## src/rtl/fifo_conv_pkg.sv

```systemverilog
// fifo_conv_pkg: width and slice helpers shared by the width-down FIFO and its storage
package fifo_conv_pkg;
    localparam int MAX_W = 1024;
    function automatic int clog2_safe(input int n);
        return (n < 2) ? 1 : $clog2(n);
    endfunction
    function automatic int out_w(input int in_w, input int ratio);
        return in_w / ratio;
    endfunction
    function automatic int ptr_w(input int depth);
        return clog2_safe(depth);
    endfunction
    function automatic int cnt_w(input int depth);
        return clog2_safe(depth + 1);
    endfunction
    function automatic int lvl_w(input int depth, input int ratio);
        return clog2_safe(depth * ratio + 1);
    endfunction
    function automatic logic [MAX_W-1:0] slice_sel(input logic [MAX_W-1:0] word, input int idx,
                                                   input bit lsb_first, input int ratio, input int ow);
        return word >> ((lsb_first ? idx : ratio - 1 - idx) * ow);
    endfunction
endpackage

```

## src/rtl/fifo_sdp_mem.sv

```systemverilog
// fifo_sdp_mem: simple dual-port array, synchronous write and asynchronous read, no reset
module fifo_sdp_mem #(
    parameter int W = 16,
    parameter int DEPTH = 16,
    parameter int AW = 4
)(
    input  logic          clk,
    input  logic          we,
    input  logic [AW-1:0] waddr,
    input  logic [W-1:0]  wdata,
    input  logic [AW-1:0] raddr,
    output logic [W-1:0]  rdata
);
    logic [W-1:0] mem [DEPTH];
    // write port
    always_ff @(posedge clk)
        if (we) mem[waddr] <= wdata;
    assign rdata = mem[raddr];
endmodule

```

## src/rtl/fifo_width_down_conv.sv

```systemverilog
// fifo_width_down_conv: first-word-fall-through FIFO storing wide words and emitting narrow slices
module fifo_width_down_conv
    import fifo_conv_pkg::*;
#(
    parameter int IN_W = 16,
    parameter int RATIO = 2,
    parameter int DEPTH = 16,
    parameter bit LSB_FIRST = 1
)(
    input  logic                               clk,
    input  logic                               rst,
    input  logic                               flush,
    input  logic                               s_valid,
    input  logic [IN_W-1:0]                    s_data,
    output logic                               s_ready,
    output logic                               m_valid,
    output logic [IN_W/RATIO-1:0]              m_data,
    output logic                               m_last,
    input  logic                               m_ready,
    output logic                               full,
    output logic                               empty,
    output logic [$clog2(DEPTH+1)-1:0]         level_words,
    output logic [$clog2(DEPTH*RATIO+1)-1:0]   level_slices
);
    localparam int OUT_W = out_w(IN_W, RATIO);
    localparam int PTR_W = ptr_w(DEPTH);
    localparam int CNT_W = cnt_w(DEPTH);
    localparam int LVL_W = lvl_w(DEPTH, RATIO);
    localparam int IDX_W = clog2_safe(RATIO);
    logic [PTR_W-1:0] wr_ptr, rd_ptr;
    logic [CNT_W-1:0] count;
    logic [IDX_W-1:0] slice_idx;
    logic [IN_W-1:0] rd_word;
    logic push, pop, last_slice, retire;
    assign full = count == CNT_W'(DEPTH);
    assign empty = count == '0;
    assign s_ready = !full;
    assign m_valid = !empty;
    assign push = s_valid && s_ready;
    assign pop = m_valid && m_ready;
    assign last_slice = slice_idx == IDX_W'(RATIO - 1);
    assign retire = pop && last_slice;
    assign m_last = m_valid && last_slice;
    assign m_data = m_valid ? OUT_W'(slice_sel(MAX_W'(rd_word), int'(slice_idx), LSB_FIRST, RATIO, OUT_W)) : '0;
    assign level_words = count;
    assign level_slices = LVL_W'(count) * LVL_W'(RATIO) - LVL_W'(slice_idx);
    fifo_sdp_mem #(.W(IN_W), .DEPTH(DEPTH), .AW(PTR_W)) u_mem (
        .clk   (clk),
        .we    (push && !flush),
        .waddr (wr_ptr),
        .wdata (s_data),
        .raddr (rd_ptr),
        .rdata (rd_word)
    );
    // pointers, occupancy and slice position; flush clears exactly like reset and wins over push/pop
    always_ff @(posedge clk or posedge rst)
        if (rst) begin
            wr_ptr <= '0;
            rd_ptr <= '0;
            count <= '0;
            slice_idx <= '0;
        end else if (flush) begin
            wr_ptr <= '0;
            rd_ptr <= '0;
            count <= '0;
            slice_idx <= '0;
        end else begin
            if (push) wr_ptr <= wr_ptr + 1'b1;
            if (pop) slice_idx <= last_slice ? '0 : slice_idx + 1'b1;
            if (retire) rd_ptr <= rd_ptr + 1'b1;
            if (push != retire) count <= push ? count + 1'b1 : count - 1'b1;
        end
endmodule

```

## config.mk

```make
export PLATFORM = sky130hd
export DESIGN_NAME = fifo_width_down_conv
export DESIGN_NICKNAME = d
export VERILOG_FILES = /design/src/rtl/fifo_conv_pkg.sv /design/src/rtl/fifo_sdp_mem.sv /design/src/rtl/fifo_width_down_conv.sv
export SDC_FILE = /design/constraint.sdc
export NUM_CORES = 1
export LEC_CHECK = 0
export ABC_AREA = 1
export BUFFER_PORTS_ARGS = -buffer_cell sky130_fd_sc_hd__buf_2
export CAP_MARGIN = 5
export CORE_ASPECT_RATIO = 1.25
export CORE_MARGIN = 5
export CORE_UTILIZATION = 43
export CTS_CLUSTER_SIZE = 24
export DETAILED_ROUTE_END_ITERATION = 10
export PLACE_DENSITY = 0.7
export SLEW_MARGIN = 20
export SYNTH_ARGS = -nofsm -noshare
export SYNTH_HDL_FRONTEND = slang
export SYNTH_SLANG_ARGS = --single-unit
```

## constraint.sdc

```tcl
create_clock -name clk -period 3.8 [get_ports clk]
set_input_delay 0.38 -clock clk [delete_from_list [all_inputs] [get_ports clk]]
set_output_delay 0.38 -clock clk [all_outputs]
set_load 0.005 [all_outputs]
```

==> impl_metrics.toml, run 1 <==
[clocking]
clk_pin_slew_ps = 60
clock_latency_ps = 530
htree_levels = 1
post-cts-setup-buffers = 0
cts_max_path_buffers = 3
cts_root_buf = "clkbuf_16"
numCtsBuffers = 26
cts_tree = "done"
cts_sinks = 270

[yosys]
synth_top_area_frac = 0.683
synth_top_cell_by_area = "edfxtp_1"
avgSynthCellArea_um2 = 11.3
synthTopCellsByArea = "edfxtp_1 (68%), nand2_1 (13%), nand3_1 (7.6%)"
netlist_area_um2 = 11300
synth_seq_cells = 270
syn_inst = 996
synthesis.nets = 1028
ys_types = 25
ys_seq_area_frac = 0.714
ys_warn_count = 0

[timing]
final-hold-violation-count = 0
worst_pin_slew_ps = 899
slew_viol_final = 0
tns_ps = 0
maxSlewHeadroom = 0.400
setup_viol = 0
fmax_mhz = 311
fin_skew_ps = 12.3
rsz0062_at_grt = "no"
fin_crit_sh = 0.846
period_needed_ps = 3220

[floorplan]
die-area_um2 = 29600
pin_count = 45
start_util = 0.434
die_x_um = 155
design.core.area_um2 = 25900
die_h_um = 191
row_count = 66

[drt]
top_layer_used = "met4"
wl_met3_mm = 2.52
drcViolationCount = 0
drt-pass1-iter-count = 5
routedWlPerCell_um = 19.4
dr_total_vias = 7612
drtAntennaViolNets = 0
drt_wl_total_mm = 27.4
avgViaCountPerCell = 5.40
wl_met1_mm = 11.0
first_iter_violations = 695
wl_met2_mm = 13.0

[worst_setup_path]
reg2reg_from = "level_words[1]"
crit_fanout = 87
crit_required_ps = 3420
crit_path_start = "rd_ptr[0]"
reg2reg_to = "u_mem.mem[4][10]"
path_class = "reg2out"
end_kind = "output pin"
cp.arrival_ps = 2840
reg2reg_depth = 7
timing.critical_path.from_type = "register"
reg2reg_slack_ps = 1310

[place]
globalplace.congestion = 0.797
io_buffers = 44
hpwlAfterDp_mm = 15.7

[final_layout]
drive_gt1_frac = 0.136
fin_util = 0.496
area_growth_pct = 14.1
fin_nets = 1081

[grt]
grt_max_degree = 88
antenna_found_initial = 1
gr-total-overflow = 0
grt_pass1_wl_mm = 42.1
track_usage = 0.185
first_global_vias = 7408

[hold_path]
min_to = "level_words[3]"
min_from = "flush"
holdCritPathClass = "in2reg"
min_path_cells = 4

[flow_run]
maxCapViolations = 0

[power_and_ir_drop]
power.density_nw_per_um2 = 563
peakVddDrop_v = 0.000303
leakage_nw = 4.91

[run_status]
status = "completed"
worst max path at each step:
stage | to | cells past startpoint
detailed placement | m_data[4] | 9
global placement | m_data[4] | 9
floorplan | u_mem.mem[0][0] | 6
global route | m_data[4] | 9
CTS | m_data[4] | 9
finish | m_data[4] | 9
where the power goes:
group | internal, mW | switching (mW) | total [mW] | leakage (nW)
clock | 1.63 | 1.06 | 2.68 | 0.439
sequential | 3.33 | 0.0888 | 3.41 | 2.49
combinational | 0.376 | 0.763 | 1.14 | 1.98
total | 5.33 | 1.91 | 7.24 | 4.91
state kept, by name, summed over array words and instances (netlist names):
register,cells
rd_ptr,4
last_slice,1
u_mem.mem,256
level_words,5
wr_ptr,4
cell families (layout without fill, tap and decap cells):
kind of cell	after synthesis	after routing	share of synthesized area
xor+xnor	5	5	0.00389
flops	270	270	0.714
compound gates	43	43	0.0191
simple gates	596	596	0.222
other cells	0	2	0
fa+ha+maj	11	11	0.0129
buf+inv	71	143	0.0282
critical path, cell delays in order, from the launching register on:
cell      delay, ps
dfrtp_4         670
clkinv_2        400
buf_12          340
nand2_1         110
nand2_1          60
a21oi_1         120
nand3_1         110
nand3_1         130
nand2_1         120
buf_2           150
timing repair:
item	4_1_cts	5_1_grt
resized for setup	0	0
hold buffers	1	0
hold endpoints to repair	14	0
synth_stat cells:
library cell  count
o21ai_0           9
buf_2            38
xnor2_1           3
clkinv_1          2
edfxtp_1        256
ha_1             10
nand2_1         388
or2_2             1
clkbuf_1          5
nor2_1           23
dfrtp_1          14
nor2_2            2
a21oi_1          34
fa_1              1
nand2_2           6
nor2_4            2
xor2_1            2
nand3_1         170
nor3_1            1
inv_1            16
buf_4             1
nand4_1           1
buf_1             5
nand3_2           2
inv_2             4
through the flow:
stage / instance area (um^2) / hold WS (ps) / std cells / setup slack [ps] / total power, mW
after floorplan: 11300 / 269 / 996 / 1650 / 4.17
after global placement: 11900 / 469 / 1360 / 1230 / 4.59
after detailed placement: 11900 / 483 / 1360 / 1180 / 4.62
after CTS: 12800 / 93.4 / 1408 / 605 / 7.28
after global routing: 12900 / 135 / 1409 / 391 / 7.56
final: 12900 / 106 / 1410 / 583 / 7.24
layer usage:
metal | vias up | global-route usage
met5 | - | 0
met4 | 0 | 0.0663
met3 | 66 | 0.0385
met2 | 351 | 0.301
met1 | 3655 | 0.248
li1 | 3540 | -
placed cells by master (no fill, tap or decap), drive strengths merged:
master | Yosys | routed
nand2 | 394 | 394
fa | 1 | 1
nor3 | 1 | 1
edfxtp | 256 | 256
nand3 | 172 | 172
diode | 0 | 2
xor2 | 2 | 2
clkbuf | 5 | 31
dlygate4sd3 | 0 | 1
dfrtp | 14 | 14
nor2 | 27 | 27
ha | 10 | 10
clkinv | 2 | 14
a21oi | 34 | 34
xnor2 | 3 | 3
inv | 20 | 19
nand4 | 1 | 1
bufinv | 0 | 5
o21ai | 9 | 9
or2 | 1 | 1
buf | 44 | 73
area by class of cell:
type,count,area [um^2]
Antenna cell,2,5.00
Clock buffer,31,691
Clock inverter,16,199
Fill cell,2268,13100
Inverter,22,83.8
Multi-Input combinational cell,655,2950
Sequential cell,270,8040
Tap cell,340,425
Timing Repair Buffer,74,460
(Power assumes the default switching activity.)
==> run 2: changes to the inputs <==
--- a/config.mk
+++ b/config.mk
@@ -5,7 +5,7 @@
 export SDC_FILE = /design/constraint.sdc
 export NUM_CORES = 1
 export LEC_CHECK = 0
-export ABC_AREA = 1
+export ABC_AREA = 0
 export BUFFER_PORTS_ARGS = -buffer_cell sky130_fd_sc_hd__buf_2
 export CAP_MARGIN = 5
 export CORE_ASPECT_RATIO = 1.25
==> constraint.sdc (replaced) <==
create_clock -name clk -period 3.2 [get_ports clk]
set_input_delay 0.32 -clock clk [delete_from_list [all_inputs] [get_ports clk]]
set_output_delay 0.32 -clock clk [all_outputs]
set_load 0.005 [all_outputs]
==> run 2 against run 1 <==
Die area fell by 2.3%. Sequential power is 19% higher. Clock-buffer cell count increased by 2. First-iteration DRC count is 45% lower. Hold slack better by 62 ps. Sequential share of layout area grew 0.81 points. Combinational power grew 21%. Setup slack got worse by 480 ps. Utilization rose by 0.76 points. Critical endpoint is now m_data[1].
==> impl_metrics.toml, run 2 <==
[run_status]
status = "completed"

[yosys]
ys_warn_count = 0
synth_edf_count = 256
yosysMostFrequentCell = "edfxtp_1"
ys_async_sr_fraction = 0.0519
synth_common_cells = "edfxtp_1 (256), mux2i_1 (70), a22oi_1 (40), nor2_1 (33), mux4_2 (32)"
ys_seq_area_frac = 0.732
avgSynthCellArea_um2 = 18.3
synth_top_area_frac = 0.700
synth_top_cell_by_area = "edfxtp_1"
ys_types = 41
synth_ff_type = "edfxtp_1"
synth_seq_cells = 270
synthesis.nets = 632
netlist_area_um2 = 11000
syn_inst = 600
synthTopCellsByArea = "edfxtp_1 (70%), mux4_2 (6.6%), mux2i_1 (6.4%)"

[timing]
period_needed_ps = 3090
worst_pin_slew_ps = 905
rsz0062_at_grt = "no"
fin_crit_sh = 0.967
setup_viol = 0
fmax_mhz = 323
final-hold-violation-count = 0
maxSlewHeadroom = 0.395
tns_ps = 0
fin_skew_ps = 8.90
slew_viol_final = 0

[floorplan]
design.core.area_um2 = 25200
row_count = 65
die_x_um = 153
start_util = 0.436
pin_count = 45
die-area_um2 = 28900
die_h_um = 189

[worst_setup_path]
path_class = "reg2out"
end_kind = "output pin"
cp.arrival_ps = 2770
crit_fanout = 9
timing.critical_path.from_type = "register"
crit_required_ps = 2880

[drt]
dr_total_vias = 5841
drt-pass1-iter-count = 5
routedWlPerCell_um = 23.9
first_iter_violations = 380
drtAntennaViolNets = 0
drcViolationCount = 0
avgViaCountPerCell = 5.65
drt_wl_total_mm = 24.7

[clocking]
cts_sinks = 270
clock_latency_ps = 530
cts_tree = "done"
cts_root_buf = "clkbuf_16"
numCtsBuffers = 26
htree_levels = 1
clk_pin_slew_ps = 60
cts_max_path_buffers = 3

[grt]
grt_pass1_wl_mm = 37.1
antenna_found_initial = 3
first_global_vias = 6069
track_usage = 0.169
grt_max_degree = 59
gr-total-overflow = 0

[power_and_ir_drop]
leakage_nw = 4.11
pwr-share-comb = 0.168
p_int_mw = 6.06
seqPwrFrac = 0.494
switching_share = 0.264
power.total_mw = 8.24
power.density_nw_per_um2 = 649
peakVddDrop_v = 0.000264
clockPowerShare = 0.338
p_sw_mw = 2.18

[place]
dp_cells = 983
io_buffers = 44
globalplace.congestion = 0.826
hpwlAfterDp_mm = 15.4

[hold_path]
holdCritPathClass = "in2reg"

[final_layout]
fillCellCount = 2051
final_cell_mix = "edfxtp_1 (256), mux2i_1 (70), buf_2 (44), a22oi_1 (39), mux4_2 (32)"
largest_register_ff_count = 256
fin_cells = 1033
fin_nets = 710
drive_gt1_frac = 0.273
mostFrequentLayoutCell = "edfxtp_1"
area_growth_pct = 15.5
largest-register = "u_mem.mem"

[flow_run]
maxCapViolations = 0
-- run 2: kinds of logic (layout without fill, tap and decap cells) --
logic type               count (synthesis)  in the layout  share of synthesized area
flip-flops                             270            270                      0.732
multiplexers                           119            119                      0.147
AND/OR/NAND/NOR                         87             87                     0.0367
AO/OA/AOI/OAI                           60             60                     0.0425
buffers and inverters                   40            137                     0.0165
XOR/XNOR                                13             13                     0.0121
adder cells (fa/ha/maj)                 11             11                     0.0132
other                                    0              1                          0
-- run 2: cell type report --
cell class                 instances  area, um^2  area share
multi-input combinational        290        2820       0.222
inverter                          11        41.3     0.00325
timing repair buffer              79         593      0.0467
antenna                            1        2.50    0.000197
sequential                       270        8040       0.634
tap                              335         419      0.0330
clock buffer                      33         698      0.0550
clock inverter                    14        76.3     0.00601
-- run 2: what timing repair did --
item,in CTS,in global routing
hold endpoints to repair,14,0
gates resized for setup,4,0
buffers inserted,1,0
hold buffers,1,0
endpoints found under the setup margin,6,0
-- run 2: final timing paths --
check,from,endpoint,slack (ps),depth (start not counted)
max,level_words[2],m_data[1],110,5
min reg2reg,wr_ptr[3],wr_ptr[3],640,2
max in group asynchronous,rst,rd_ptr[2],2350,3
min in group asynchronous,rst,last_slice,400,3
min,s_data[0],u_mem.mem[12][0],170,1
max reg2reg,level_words[1],level_words[4],500,8
-- run 2: stage by stage --
stage	hold slack, ps	util	area (um^2)	worst slack (ps)
floorplan	209	-	11000	562
global placement	411	0.471	11900	445
detailed placement	409	0.471	11900	392
CTS	142	0.503	12700	106
global route	161	0.503	12700	36.4
finish	168	0.503	12700	106
-- run 2: routing by layer --
metal / vias up / GRT usage / routed length, um
met1: 3026 / 0.209 / 9670
met5: - / 0 / 30
li1: 2562 / - / -
met2: 194 / 0.294 / 12500
met3: 55 / 0.0342 / 1570
met4: 4 / 0.0621 / 927
-- run 2: power by group through the flow --
stage	Clock, mW	Combinational, mW	Sequential [mW]
after floorplan	0	0.756	4.10
after global placement	0	1.33	4.12
after detailed placement	0	1.38	4.14
after CTS	2.83	1.40	4.06
after global routing	2.98	1.49	4.08
final	2.79	1.38	4.07
-- run 2: worst max-delay path: stages, from the launching register on --
cell	delay [ps]
dfrtp_1	500
or4_4	660
o211a_2	390
a22oi_1	320
nand3_1	200
buf_2	180
==> run 3: changes to the inputs <==
--- a/config.mk
+++ b/config.mk
@@ -13,7 +13,6 @@
 export CORE_UTILIZATION = 43
 export CTS_CLUSTER_SIZE = 24
 export DETAILED_ROUTE_END_ITERATION = 10
-export PLACE_DENSITY = 0.7
 export SLEW_MARGIN = 20
 export SYNTH_ARGS = -nofsm -noshare
 export SYNTH_HDL_FRONTEND = slang
==> run 3 against run 2 <==
Setup slack got worse by 9.4 ps. First-iteration DRC count grew 14%. Cell count increased by 0.19%. Clock skew up 3.1 ps. Combinational power barely moved. Sequential power is essentially flat. Flip-flop and latch count unchanged. Via count down 1.4%. Sequential share of layout area down 0.17 points.
==> impl_metrics.toml, run 3 (synthesized netlist as in run 2, its figures left out) <==
[power_and_ir_drop]
power.total_mw = 8.48
pwr-share-comb = 0.161
p_int_mw = 6.29
leakage_nw = 4.16
power.density_nw_per_um2 = 666
p_sw_mw = 2.19
clockPowerShare = 0.358
peakVddDrop_v = 0.000388
seqPwrFrac = 0.481
switching_share = 0.258

[timing]
fmax_mhz = 322
fin_crit_sh = 0.970
setup_slack_ps = 96.9
setup_viol = 0
timing.hold.ws_ps = 154
tns_ps = 0
final-hold-violation-count = 0
maxSlewHeadroom = 0.557
rsz0062_at_grt = "no"
worst_pin_slew_ps = 662
slew_viol_final = 0
period_needed_ps = 3100
fin_skew_ps = 12.0

[drt]
drt-pass1-iter-count = 4
avgViaCountPerCell = 5.57
first_iter_violations = 434
dr_total_vias = 5761
drcViolationCount = 0
drtAntennaViolNets = 0
routedWlPerCell_um = 23.4
drt_wl_total_mm = 24.3

[flow_run]
maxCapViolations = 0

[worst_setup_path]
max_stage_delay_ps = 590
cp_num_buf_inv = 1
crit_required_ps = 2880
worst-path-stages = 5
crit_path_start = "level_words[2]"
reg2reg_from = "level_words[1]"
slowest_stage = "or4_1"
end_kind = "output pin"
path_cells = "or4_1 > o211a_1 > a22oi_1 > nand3_1 > buf_2"
path_class = "reg2out"
timing.critical_path.from_type = "register"
reg2reg_depth = 8
cp.arrival_ps = 2780
cp_top_family = "compound AO/OA/AOI/OAI gates"
crit_fanout = 9

[final_layout]
fillCellCount = 2063
fin_cells = 1035
drive_gt1_frac = 0.277
final_cell_mix = "edfxtp_1 (256), mux2i_1 (70), buf_2 (44), a22oi_1 (38), buf_4 (34)"
mostFrequentLayoutCell = "edfxtp_1"
fin_util = 0.505
insertedDiodeCount = 0
fin_nets = 714
largest-register = "u_mem.mem"
largest_register_ff_count = 256
area_growth_pct = 15.8
fin_area_um2 = 12700

[clocking]
htree_levels = 1
post-cts-setup-buffers = 0
cts_sinks = 270
numCtsBuffers = 27
clk_pin_slew_ps = 60
cts_root_buf = "clkbuf_16"
clock_latency_ps = 520
cts_max_path_buffers = 3
cts_tree = "done"

[floorplan]
die_h_um = 189
start_util = 0.436
pin_count = 45
die-area_um2 = 28900
die_x_um = 153
design.core.area_um2 = 25200
row_count = 65

[grt]
gr-total-overflow = 0
grt_pass1_wl_mm = 37.0
grt_max_degree = 55
antenna_found_initial = 1
first_global_vias = 6069
track_usage = 0.168

[hold_path]
min_path_cells = 3
min_from = "s_valid"
holdCritPathClass = "in2reg"

[place]
globalplace.congestion = 0.817
hpwlAfterDp_mm = 15.6
dpl_cell_area_um2 = 11800
io_buffers = 44
dp_cells = 987
pre_cts_ws_ps = 596

[run_status]
status = "completed"
[run 3: changes by cell type in the layout (fill, tap and decap cells not counted), moves of 3 or more]
cell       delta
buf_4         +8
buf_12        -5
clkbuf_1      -4
bufinv_16     +3
[run 3: layout make-up]
type	count	area, um^2	share of cell area
flip-flops and latches	270	8040	0.632
multi-input cells	290	2810	0.221
clock buffers	29	683	0.0537
repair buffers	82	553	0.0435
well taps	335	419	0.0329
clock inverters	18	171	0.0135
inverters	11	41.3	0.00325
[run 3: power by group through the flow]
stage	combinational (mW)	sequential, mW	clock (mW)
6_report	1.37	4.08	3.03
5_1_grt	1.49	4.09	3.25
4_1_cts	1.38	4.08	3.10
3_5_place_dp	1.37	4.15	0
3_3_place_gp	1.35	4.14	0
2_1_floorplan	0.756	4.10	0
[run 3: final timing paths]
kind                                        to  slack (ps)
worst max-delay path                 m_data[1]         100
worst min-delay path            level_words[4]         150
worst max register to register  level_words[4]         580
worst min register to register       wr_ptr[1]         630
max in group asynchronous            rd_ptr[2]        2290
min in group asynchronous            rd_ptr[0]         430
[run 3: timing repair]
action                     4_1_cts  5_1_grt
hold buffers                     1        0
setup endpoints to repair        0        3
hold endpoints to repair        14        0
resized for setup                0        3
[run 3: worst min-delay path: stages]
cell,delay (ps)
buf_2,150
nand3_1,70
a31oi_1,80
[run 3: layer usage]
metal	vias to the layer above	global-route usage	routed length, um	share of wire
met1	2988	0.223	10200	0.42
met3	46	0.0273	1150	0.048
li1	2564	-	-	-
met2	161	0.285	12100	0.50
met4	2	0.0535	778	0.032
met5	-	0	13	0.00054
